<file path="src/rtl/arrhythmia_result_buffer.sv">
// arrhythmia_result_buffer
//
// Sits behind the arrhythmia inference top level. It captures the two
// sigmoid class scores on each rising edge of done_in and works out the
// class decision, the winning score, the score margin and a
// low-confidence flag. Each result is queued in a first-word
// fall-through FIFO that the host drains with valid/ready. Saturating
// counts of beats and abnormal beats are kept alongside the queue.
//
// Ports
//   clk            clock; all state changes on posedge
//   reset          asynchronous active-low reset
//   y_in           {class1, class0} scores, sign-magnitude, BITSIZE each
//   done_in        inference-complete level from the controller
//   clear          synchronous clear of counters, overflow and sequence number
//   out_valid      FIFO head valid
//   out_ready      consumer accepts the head entry
//   out_class      winning class of the head entry (1 = arrhythmia)
//   out_prob       winning raw score of the head entry
//   out_margin     |class1 - class0|, saturated, sign bit always 0
//   out_lowconf    out_margin below MARGIN_TH
//   out_seq        sequence number of the head entry
//   overflow       sticky: a result was dropped because the FIFO was full
//   beat_count     detected inferences, saturating
//   abnormal_count detections with class 1, saturating
module arrhythmia_result_buffer #(
  parameter int                 BITSIZE   = 16,
  parameter int                 DEPTH     = 4,
  parameter logic [BITSIZE-1:0] MARGIN_TH = 16'h0100,
  parameter int                 SEQW      = 8,
  parameter int                 CNTW      = 16
) (
  input  logic                   clk,
  input  logic                   reset,
  input  logic [2*BITSIZE-1:0]   y_in,
  input  logic                   done_in,
  input  logic                   clear,
  output logic                   out_valid,
  input  logic                   out_ready,
  output logic                   out_class,
  output logic [BITSIZE-1:0]     out_prob,
  output logic [BITSIZE-1:0]     out_margin,
  output logic                   out_lowconf,
  output logic [SEQW-1:0]        out_seq,
  output logic                   overflow,
  output logic [CNTW-1:0]        beat_count,
  output logic [CNTW-1:0]        abnormal_count
);

  localparam int AW = (DEPTH > 1) ? $clog2(DEPTH) : 1;
  localparam logic [BITSIZE-1:0] TH_MAG = {1'b0, MARGIN_TH[BITSIZE-2:0]};
  localparam logic [BITSIZE-1:0] MAX_MAG = {1'b0, {(BITSIZE-1){1'b1}}};

  typedef struct packed {
    logic               cls;
    logic [BITSIZE-1:0] prob;
    logic [BITSIZE-1:0] margin;
    logic               lowconf;
    logic [SEQW-1:0]    seq;
  } result_t;

  // Sign-magnitude to two's complement, one bit wider so the most
  // negative magnitude still fits. Both encodings of zero map to 0.
  function automatic logic signed [BITSIZE:0] to_twos(input logic [BITSIZE-1:0] w);
    logic signed [BITSIZE:0] mag;
    mag = signed'({2'b00, w[BITSIZE-2:0]});
    return w[BITSIZE-1] ? -mag : mag;
  endfunction

  // Absolute difference clamped to the largest positive datapath magnitude.
  function automatic logic [BITSIZE-1:0] sat_margin(input logic signed [BITSIZE+1:0] d);
    logic [BITSIZE+1:0] a;
    a = d[BITSIZE+1] ? unsigned'(-d) : unsigned'(d);
    if (a > {2'b00, MAX_MAG}) return MAX_MAG;
    return a[BITSIZE-1:0];
  endfunction

  // ---------------- p0: rising-edge detect on done_in ----------------
  logic            done_prev;
  logic            detect_p0;
  logic [SEQW-1:0] seq_cnt;
  logic [SEQW-1:0] seq_p0;

  assign detect_p0 = done_in & ~done_prev;
  // A clear on the capture edge restarts numbering at this entry.
  assign seq_p0    = clear ? '0 : seq_cnt;

  always_ff @(posedge clk or negedge reset) begin
    if (!reset) begin
      done_prev <= 1'b1;
      seq_cnt   <= '0;
    end else begin
      done_prev <= done_in;
      if (clear)
        seq_cnt <= detect_p0 ? SEQW'(1) : '0;
      else if (detect_p0)
        seq_cnt <= seq_cnt + SEQW'(1);
    end
  end

  // ---------------- p1: captured scores ----------------
  logic                 vld_p1;
  logic [BITSIZE-1:0]   y0_p1;
  logic [BITSIZE-1:0]   y1_p1;
  logic [SEQW-1:0]      seq_p1;

  always_ff @(posedge clk or negedge reset) begin
    if (!reset) vld_p1 <= 1'b0;
    else        vld_p1 <= detect_p0;
  end

  always_ff @(posedge clk) begin
    if (detect_p0) begin
      y0_p1  <= y_in[BITSIZE-1:0];
      y1_p1  <= y_in[2*BITSIZE-1:BITSIZE];
      seq_p1 <= seq_p0;
    end
  end

  // Decision logic evaluated on the p1 contents.
  logic signed [BITSIZE:0]   c0_p1;
  logic signed [BITSIZE:0]   c1_p1;
  logic signed [BITSIZE+1:0] diff_p1;
  result_t                   res_p1;

  always_comb begin
    c0_p1          = to_twos(y0_p1);
    c1_p1          = to_twos(y1_p1);
    diff_p1        = {c1_p1[BITSIZE], c1_p1} - {c0_p1[BITSIZE], c0_p1};
    res_p1         = '0;
    res_p1.cls     = (c1_p1 > c0_p1);
    res_p1.prob    = res_p1.cls ? y1_p1 : y0_p1;
    res_p1.margin  = sat_margin(diff_p1);
    res_p1.lowconf = (res_p1.margin < TH_MAG);
    res_p1.seq     = seq_p1;
  end

  // Statistics count every classified beat, even if the FIFO later drops it.
  always_ff @(posedge clk or negedge reset) begin
    if (!reset) begin
      beat_count     <= '0;
      abnormal_count <= '0;
    end else if (clear) begin
      beat_count     <= '0;
      abnormal_count <= '0;
    end else if (vld_p1) begin
      if (beat_count != '1)
        beat_count <= beat_count + CNTW'(1);
      if (res_p1.cls && (abnormal_count != '1))
        abnormal_count <= abnormal_count + CNTW'(1);
    end
  end

  // ---------------- p2: classified result awaiting FIFO push ----------------
  logic    vld_p2;
  result_t res_p2;

  always_ff @(posedge clk or negedge reset) begin
    if (!reset) vld_p2 <= 1'b0;
    else        vld_p2 <= vld_p1;
  end

  always_ff @(posedge clk) begin
    if (vld_p1) res_p2 <= res_p1;
  end

  // ---------------- result FIFO ----------------
  result_t       mem [DEPTH];
  logic [AW:0]   wr_ptr;
  logic [AW:0]   rd_ptr;
  logic [AW:0]   fill;
  logic          full;
  logic          pop;
  logic          write;
  result_t       head;

  assign fill      = wr_ptr - rd_ptr;
  assign full      = (fill == (AW+1)'(DEPTH));
  assign out_valid = (wr_ptr != rd_ptr);
  assign pop       = out_valid & out_ready;
  // A pop on the same edge frees the slot the push needs.
  assign write     = vld_p2 & (~full | pop);

  always_ff @(posedge clk or negedge reset) begin
    if (!reset) begin
      wr_ptr   <= '0;
      rd_ptr   <= '0;
      overflow <= 1'b0;
    end else begin
      if (write) wr_ptr <= wr_ptr + (AW+1)'(1);
      if (pop)   rd_ptr <= rd_ptr + (AW+1)'(1);
      if (clear)
        overflow <= 1'b0;
      else if (vld_p2 && full && !pop)
        overflow <= 1'b1;
    end
  end

  always_ff @(posedge clk) begin
    if (write) mem[wr_ptr[AW-1:0]] <= res_p2;
  end

  // Head fields read as zero whenever the queue is empty.
  assign head        = out_valid ? mem[rd_ptr[AW-1:0]] : '0;
  assign out_class   = head.cls;
  assign out_prob    = head.prob;
  assign out_margin  = head.margin;
  assign out_lowconf = head.lowconf;
  assign out_seq     = head.seq;

endmodule

</file>
<file path="config.mk">
export PLATFORM = sky130hd
export DESIGN_NAME = arrhythmia_result_buffer
export DESIGN_NICKNAME = d
export VERILOG_FILES = /design/src/rtl/arrhythmia_result_buffer.sv
export SDC_FILE = /design/constraint.sdc
export NUM_CORES = 1
export LEC_CHECK = 0
export ABC_AREA = 1
export BUFFER_PORTS_ARGS = -buffer_cell sky130_fd_sc_hd__buf_2
export CAP_MARGIN = 20
export CORE_ASPECT_RATIO = 1.1
export CORE_MARGIN = 1.5
export CORE_UTILIZATION = 35
export DETAILED_ROUTE_END_ITERATION = 6
export MAX_ROUTING_LAYER = met4
export PLACE_DENSITY_LB_ADDON = 0.1
export SYNTH_ARGS = -nofsm -noshare
export SYNTH_HDL_FRONTEND = slang
export SYNTH_SLANG_ARGS = --single-unit
</file>
<file path="constraint.sdc">
create_clock -name clk -period 8.22 [get_ports clk]
set_input_delay 1.644 -clock clk [delete_from_list [all_inputs] [get_ports clk]]
set_output_delay 1.644 -clock clk [all_outputs]
set_load 0.02 [all_outputs]
</file>
==> results.py, run 1 <==
metrics = {
    "setup_path": {
        "cp.required_ns": 6.58,
        "slowest_stage": "buf_4",
        "critPathCaptureType": "primary output",
        "crit_path_frequent_cell": "buf_4",
        "cpLargestDelayFamily": "buffers and inverters",
        "arrival_ns": 3.27,
        "setup.worst_path.class": "flip-flop to primary output",
        "cp_num_buf_inv": 4,
        "worstPathMaxFanout": 69,
        "cpPeakStageDelay_ns": 0.67,
        "crit_path_start_kind": "flip-flop",
        "crit_chain": "buf_4 > inv_2 > buf_4 > o21ai_0 > a21oi_1 > buf_2",
    },
    "global_routing": {
        "grt_pass1_wl_um": 55500,
        "grt_max_degree": 70,
        "grt-ovfl-total": 0,
        "antenna_found_initial": 0,
        "globalRouteTotalUtil_pct": 17.3,
        "grt_pass1_vias": 9909,
    },
    "floorplan": {
        "std_cell_rows": 77,
        "io_pins": 113,
        "core_area_um2": 40100,
        "die_h_um": 214,
        "die_x_um": 195,
        "initial_core_util_pct": 35.4,
        "dieArea_um2": 41800,
    },
    "yosys": {
        "syn_area_um2": 14200,
        "synth.area.top_cells": "edfxtp_1 (53%), dfrtp_1 (8.6%), nor2_1 (6.6%)",
        "syn-mean-instance-area_um2": 9.89,
        "synth_edf_count": 250,
        "synthFlopType": "edfxtp_1",
        "async_flop_share_pct": 16.7,
        "ys_ff_latch": 300,
        "syn_inst": 1436,
        "ys_warn_count": 0,
        "syn_nets": 1505,
        "ys_types": 45,
        "synth_top_area_share_pct": 52.9,
        "yosysTopAreaCell": "edfxtp_1",
        "ys_seq_area_share_pct": 61.7,
    },
    "power": {
        "peakVddDrop_mv": 0.158,
        "p_leak_nw": 6.56,
        "power_mw": 5.05,
        "pwr_density_cell_nw_per_um2": 308,
    },
    "sta": {
        "slew_headroom_pct": 38.2,
        "fin_crit_ns": 4.91,
        "hold_viol_final": 0,
        "clock.fmax_ghz": 0.204,
        "layout_setup_ws_ns": 3.31,
        "min_period_over_period_pct": 59.7,
        "slew_violations": 0,
        "worstMarginPinSlew_ns": 0.926,
        "tns_ns": 0,
        "skew_ns": 0.0235,
        "holdWs_ns": 0.413,
        "setup_viol": 0,
        "rsz0062_at_grt": "false",
    },
    "run": {
        "max-cap-violations": 0,
    },
    "clocking": {
        "clock_sinks": 300,
        "clk_pin_slew_worst_paths_ns": 0.06,
        "tritoncts": "built",
        "h-tree-depth": 2,
        "clkLatencyLatePin_ns": 0.52,
        "clockRootBuffer": "clkbuf_16",
        "cts_hold_buf": 0,
        "cts-buffers-inserted": 35,
        "cts_resized": 0,
        "clk_path_buf_depth": 3,
        "postCtsSetupBuffers": 0,
    },
    "placement": {
        "hpwl_um": 23500,
        "gp_congestion": 0.871,
        "io_buffers": 112,
        "dp_slack_ns": 3.41,
    },
    "finish": {
        "utilization_pct": 41.0,
        "antennaDiodeCount": 0,
        "nNetsFinal": 1620,
        "syn2layout_area_growth_pct": 15.7,
        "drive_above_1_share_pct": 14.1,
    },
    "outcome": {
        "status": "finished clean",
    },
    "routing": {
        "drtIter0Drc": 589,
        "ant_nets": 0,
        "routed_wl_um": 34800,
        "wl_per_cell_um": 16.6,
        "drt_pass1_iterations": 5,
        "via_per_inst": 4.85,
        "vias": 10100,
        "drc": 0,
    },
    "hold_path": {
        "min_path_type": "flip-flop to flip-flop",
    },
}
stage by stage:
stage                     instance area [um^2]  instances
after floorplan                          14200       1436
after global placement                   15300       2027
after detailed placement                 15300       2027
after CTS                                16400       2088
after global routing                     16400       2088
final                                    16400       2088
path summary, 6_finish.rpt:
kind,startpoint,endpoint,slack (ns),depth (start not counted)
setup / recovery,rd_ptr[0],out_prob[12],3.31,6
hold / removal,seq_p1[6],res_p2[6],0.41,0
setup reg to reg,y0_p1[0],res_p2[12],3.41,23
hold reg to reg,seq_p1[6],res_p2[6],0.41,0
max in group asynchronous,reset,rd_ptr[0],6.46,2
min in group asynchronous,reset,beat_count[14],1.25,2
registers in the layout (all words and copies together), names as in the netlist:
register / count
res_p2: 42
seq_cnt: 8
rd_ptr: 3
wr_ptr: 3
abnormal_count: 16
y1_p1: 16
seq_p1: 8
done_prev: 1
mem: 168
vld_p2: 1
vld_p1: 1
overflow: 1
y0_p1: 16
beat_count: 16
cell families (layout without fill, tap and decap cells):
logic type	Yosys count	count (layout)	synth area share (%)
AOI/OAI and AO/OA	239	239	8.81
DFF	300	300	61.7
other	1	1	0.0264
buffers and inverters	198	337	5.45
and+or+nand+nor	625	625	18.6
xor gates and xnor gates	41	41	2.53
adders and majority gates	32	32	2.87
area by class of cell:
cell class	count	area, um^2
Clock buffer	43	948
Multi-Input combinational cell	938	4710
Fill cell	3969	23700
Timing Repair Buffer	125	658
Tap cell	513	642
Clock inverter	18	136
Inverter	151	567
Sequential cell	300	8760
power by group:
group	switching (mW)	internal, mW	leakage, nW
registers	0.0749	1.82	2.96
logic	1.20	0.491	3.09
clock network	0.607	0.857	0.520
Yosys cell counts (all sizes together) (2+ instances only):
library cell / n
a21oi: 82
a31oi: 5
and2: 2
buf: 8
clkbuf: 39
clkinv: 2
dfrtp: 49
edfxtp: 250
ha: 31
inv: 149
nand2: 245
nand3: 64
nand3b: 5
nand4: 15
nor2: 255
nor3: 27
nor4: 5
o21ai: 141
o21bai: 2
o31ai: 5
or2: 5
xnor2: 8
xor2: 33
per-layer routing:
layer	routed length, um	up-vias	track usage (%)
met5	0	-	-
met4	830	0	5.35
met3	1250	65	2.45
met2	16200	211	27.7
met1	16500	4780	22.8
li1	-	5074	-
placed cells by master (no fill, tap or decap), types with 2 or more instances in the layout:
cell | netlist | layout
clkbuf_16 | 0 | 37
buf_4 | 0 | 13
nand4_1 | 15 | 15
inv_6 | 0 | 2
inv_1 | 145 | 144
o31ai_1 | 5 | 5
clkinv_2 | 0 | 4
clkbuf_1 | 39 | 6
nor2_1 | 249 | 243
nand3_1 | 59 | 59
nand3_2 | 5 | 5
o21ai_1 | 7 | 7
ha_1 | 31 | 31
o21bai_1 | 2 | 2
a21oi_1 | 80 | 80
nand2_1 | 230 | 230
or2_1 | 2 | 2
nand3b_1 | 4 | 4
clkinvlp_4 | 0 | 4
o21ai_0 | 133 | 133
inv_2 | 4 | 5
buf_2 | 0 | 112
nand2_2 | 14 | 14
dfrtp_2 | 0 | 2
clkinv_1 | 2 | 7
and2_1 | 2 | 2
nor4_1 | 5 | 5
nor3_1 | 27 | 27
xnor2_1 | 8 | 8
nor2_2 | 5 | 5
xor2_1 | 33 | 33
or2_2 | 3 | 3
a31oi_1 | 5 | 5
nor2_4 | 1 | 7
edfxtp_1 | 250 | 250
dfrtp_1 | 49 | 47
Note: power is estimated with default switching activity, not from simulation.
==> run 2, diff against run 1 <==
==> constraint.sdc (replaced) <==
create_clock -name clk -period 4.7 [get_ports clk]
set_input_delay 0.94 -clock clk [delete_from_list [all_inputs] [get_ports clk]]
set_output_delay 0.94 -clock clk [all_outputs]
set_load 0.02 [all_outputs]
==> run 2 against run 1 <==
Register-to-register slack worse by 2.9 ns. First-iteration DRC count fell by 3.2%. Final area is 0.94% higher. Clock-buffer cell count unchanged. Critical endpoint is now res_p2[16].
==> results.py, run 2 (synthesized netlist as in run 1, its figures left out) <==
metrics = {
    "routing": {
        "wl_per_cell_um": 16.7,
        "via_per_inst": 4.78,
        "vias": 10100,
        "drtIter0Drc": 570,
        "routed_wl_um": 35200,
        "drc": 0,
        "ant_nets": 0,
        "drt_pass1_iterations": 6,
    },
    "setup_path": {
        "r2r_cells": 23,
        "r2r_slack_ns": 0.49,
        "crit_chain": "inv_1 > ha_1 > inv_1 > nor3_2 > nand3_1 > nor3_2 > a31oi_1 > or2_2 > o21bai_1 > a21oi_1 > ha_1 > a21oi_1 > o21ai_0 > a21oi_1 > nand3_1 > nand2_2 > nand2_2 > nand2_1 > nand2_1 > a21oi_4 > buf_12 > buf_4 > nand2_1",
        "crit_end": "res_p2[16]",
        "arrival_ns": 4.49,
        "r2r-end": "res_p2[16]",
        "slowest_stage": "edfxtp_1",
        "crit_start": "y0_p1[0]",
        "cp.required_ns": 4.98,
        "cpPeakStageDelay_ns": 0.43,
        "critPathCaptureType": "flip-flop",
        "crit_path_start_kind": "flip-flop",
        "worstPathMaxFanout": 12,
        "r2r_start": "y0_p1[0]",
        "setup.worst_path.class": "flip-flop to flip-flop",
    },
    "sta": {
        "worstMarginPinSlew_ns": 0.952,
        "layout_setup_ws_ns": 0.489,
        "setup_viol": 0,
        "slew_violations": 0,
        "clock.fmax_ghz": 0.237,
        "rsz0062_at_grt": "false",
        "min_period_over_period_pct": 89.6,
        "tns_ns": 0,
        "skew_ns": 0.0246,
        "slew_headroom_pct": 36.5,
        "fin_crit_ns": 4.21,
        "hold_viol_final": 0,
    },
    "clocking": {
        "tritoncts": "built",
        "h-tree-depth": 2,
        "clk_path_buf_depth": 3,
        "clk_pin_slew_worst_paths_ns": 0.06,
        "cts_hold_buf": 0,
        "cts-buffers-inserted": 35,
        "clockRootBuffer": "clkbuf_16",
        "clkLatencyLatePin_ns": 0.53,
        "clock_sinks": 300,
    },
    "floorplan": {
        "core_area_um2": 40100,
        "die_x_um": 195,
        "io_pins": 113,
        "std_cell_rows": 77,
        "initial_core_util_pct": 35.4,
        "die_h_um": 214,
        "dieArea_um2": 41800,
    },
    "finish": {
        "nNetsFinal": 1636,
        "final_common_cell": "edfxtp_1",
        "syn2layout_area_growth_pct": 16.8,
        "largest_reg_flops": 168,
        "antennaDiodeCount": 0,
        "drive_above_1_share_pct": 14.9,
        "final_cell_mix": "edfxtp_1 (250), nor2_1 (243), nand2_1 (230), inv_1 (144), o21ai_0 (133)",
        "fillers": 3920,
    },
    "power": {
        "pwr_density_cell_nw_per_um2": 542,
        "p_leak_nw": 6.66,
        "peakVddDrop_mv": 0.310,
    },
    "global_routing": {
        "antenna_found_initial": 0,
        "grt_pass1_vias": 10100,
        "globalRouteTotalUtil_pct": 17.6,
        "grt-ovfl-total": 0,
        "grt_max_degree": 55,
        "grt_pass1_wl_um": 56000,
    },
    "placement": {
        "dp_slack_ns": 0.210,
        "hpwl_um": 24300,
        "io_buffers": 112,
        "gp_congestion": 0.882,
    },
    "outcome": {
        "status": "finished clean",
    },
    "hold_path": {
        "min_path_type": "flip-flop to flip-flop",
        "whs_path_depth": 0,
    },
    "run": {
        "max-cap-violations": 0,
    },
}
[run 2: cell types whose count changed in the layout (fill, tap and decap cells not counted), moves of 2 or more]
cell / delta
buf_4: +15
clkinv_1: +4
clkinvlp_4: -2
nor3_1: -2
nor3_2: +2
[run 2: through the flow]
stage	power [mW]	std cells	instance area (um^2)	utilization [%]	hold WS (ns)
CTS	9.13	2104	16500	41.3	0.419
global placement	6.49	2041	15400	38.5	0.402
global route	9.54	2106	16600	41.4	0.423
finish	8.99	2106	16600	41.4	0.418
detailed placement	6.50	2041	15400	38.5	0.405
floorplan	5.35	1436	14200	-	0.400
[run 2: cell type report]
class                      instances  area (um^2)  share of cell area (%)
sequential                       300         8760                    52.9
multi-input combinational        938         4720                    28.5
clock buffer                      43          927                    5.59
timing repair buffer             141          791                    4.77
tap                              513          642                    3.87
inverter                         151          567                    3.42
clock inverter                    20          169                    1.02
[run 2: layer usage]
metal / routed length [um] / part of all wire [%] / vias to the layer above / global-route usage [%]
li1: - / - / 5099 / -
met1: 16900 / 48 / 4742 / 23.4
met2: 16500 / 47 / 166 / 28.1
met3: 1080 / 3.1 / 59 / 2.34
met4: 822 / 2.3 / 0 / 5.19
met5: 0 / 0 / - / -
[run 2: worst min-delay path by stage]
stage / endpoint / slack [ns] / startpoint
after detailed placement: res_p2[1] / 0.40 / seq_p1[1]
after global routing: res_p2[5] / 0.42 / seq_p1[5]
final: res_p2[1] / 0.42 / seq_p1[1]
after CTS: res_p2[1] / 0.42 / seq_p1[1]
after floorplan: res_p2[0] / 0.40 / seq_p1[0]
after global placement: res_p2[3] / 0.40 / seq_p1[3]
[run 2: power breakdown]
part	leakage [nW]	total [mW]	switching, mW	internal [mW]
sequential	2.96	3.29	0.104	3.18
clock	0.528	2.60	1.08	1.52
combinational	3.17	3.10	2.19	0.910
[run 2: worst max-delay path: cells and delay by family (launching register included)]
family	cells	cell delay, ns
buffers and inverters	4	0.40
flip-flops	1	0.43
adder cells (fa/ha/maj)	2	0.49
AND/OR/NAND/NOR	10	1.42
AO/OA/AOI/OAI	7	1.23
[run 2: what timing repair did]
action	in CTS	in global routing
buffers inserted	0	2
hold endpoints to repair	0	0
setup endpoints to repair	0	16
resized for setup	0	2
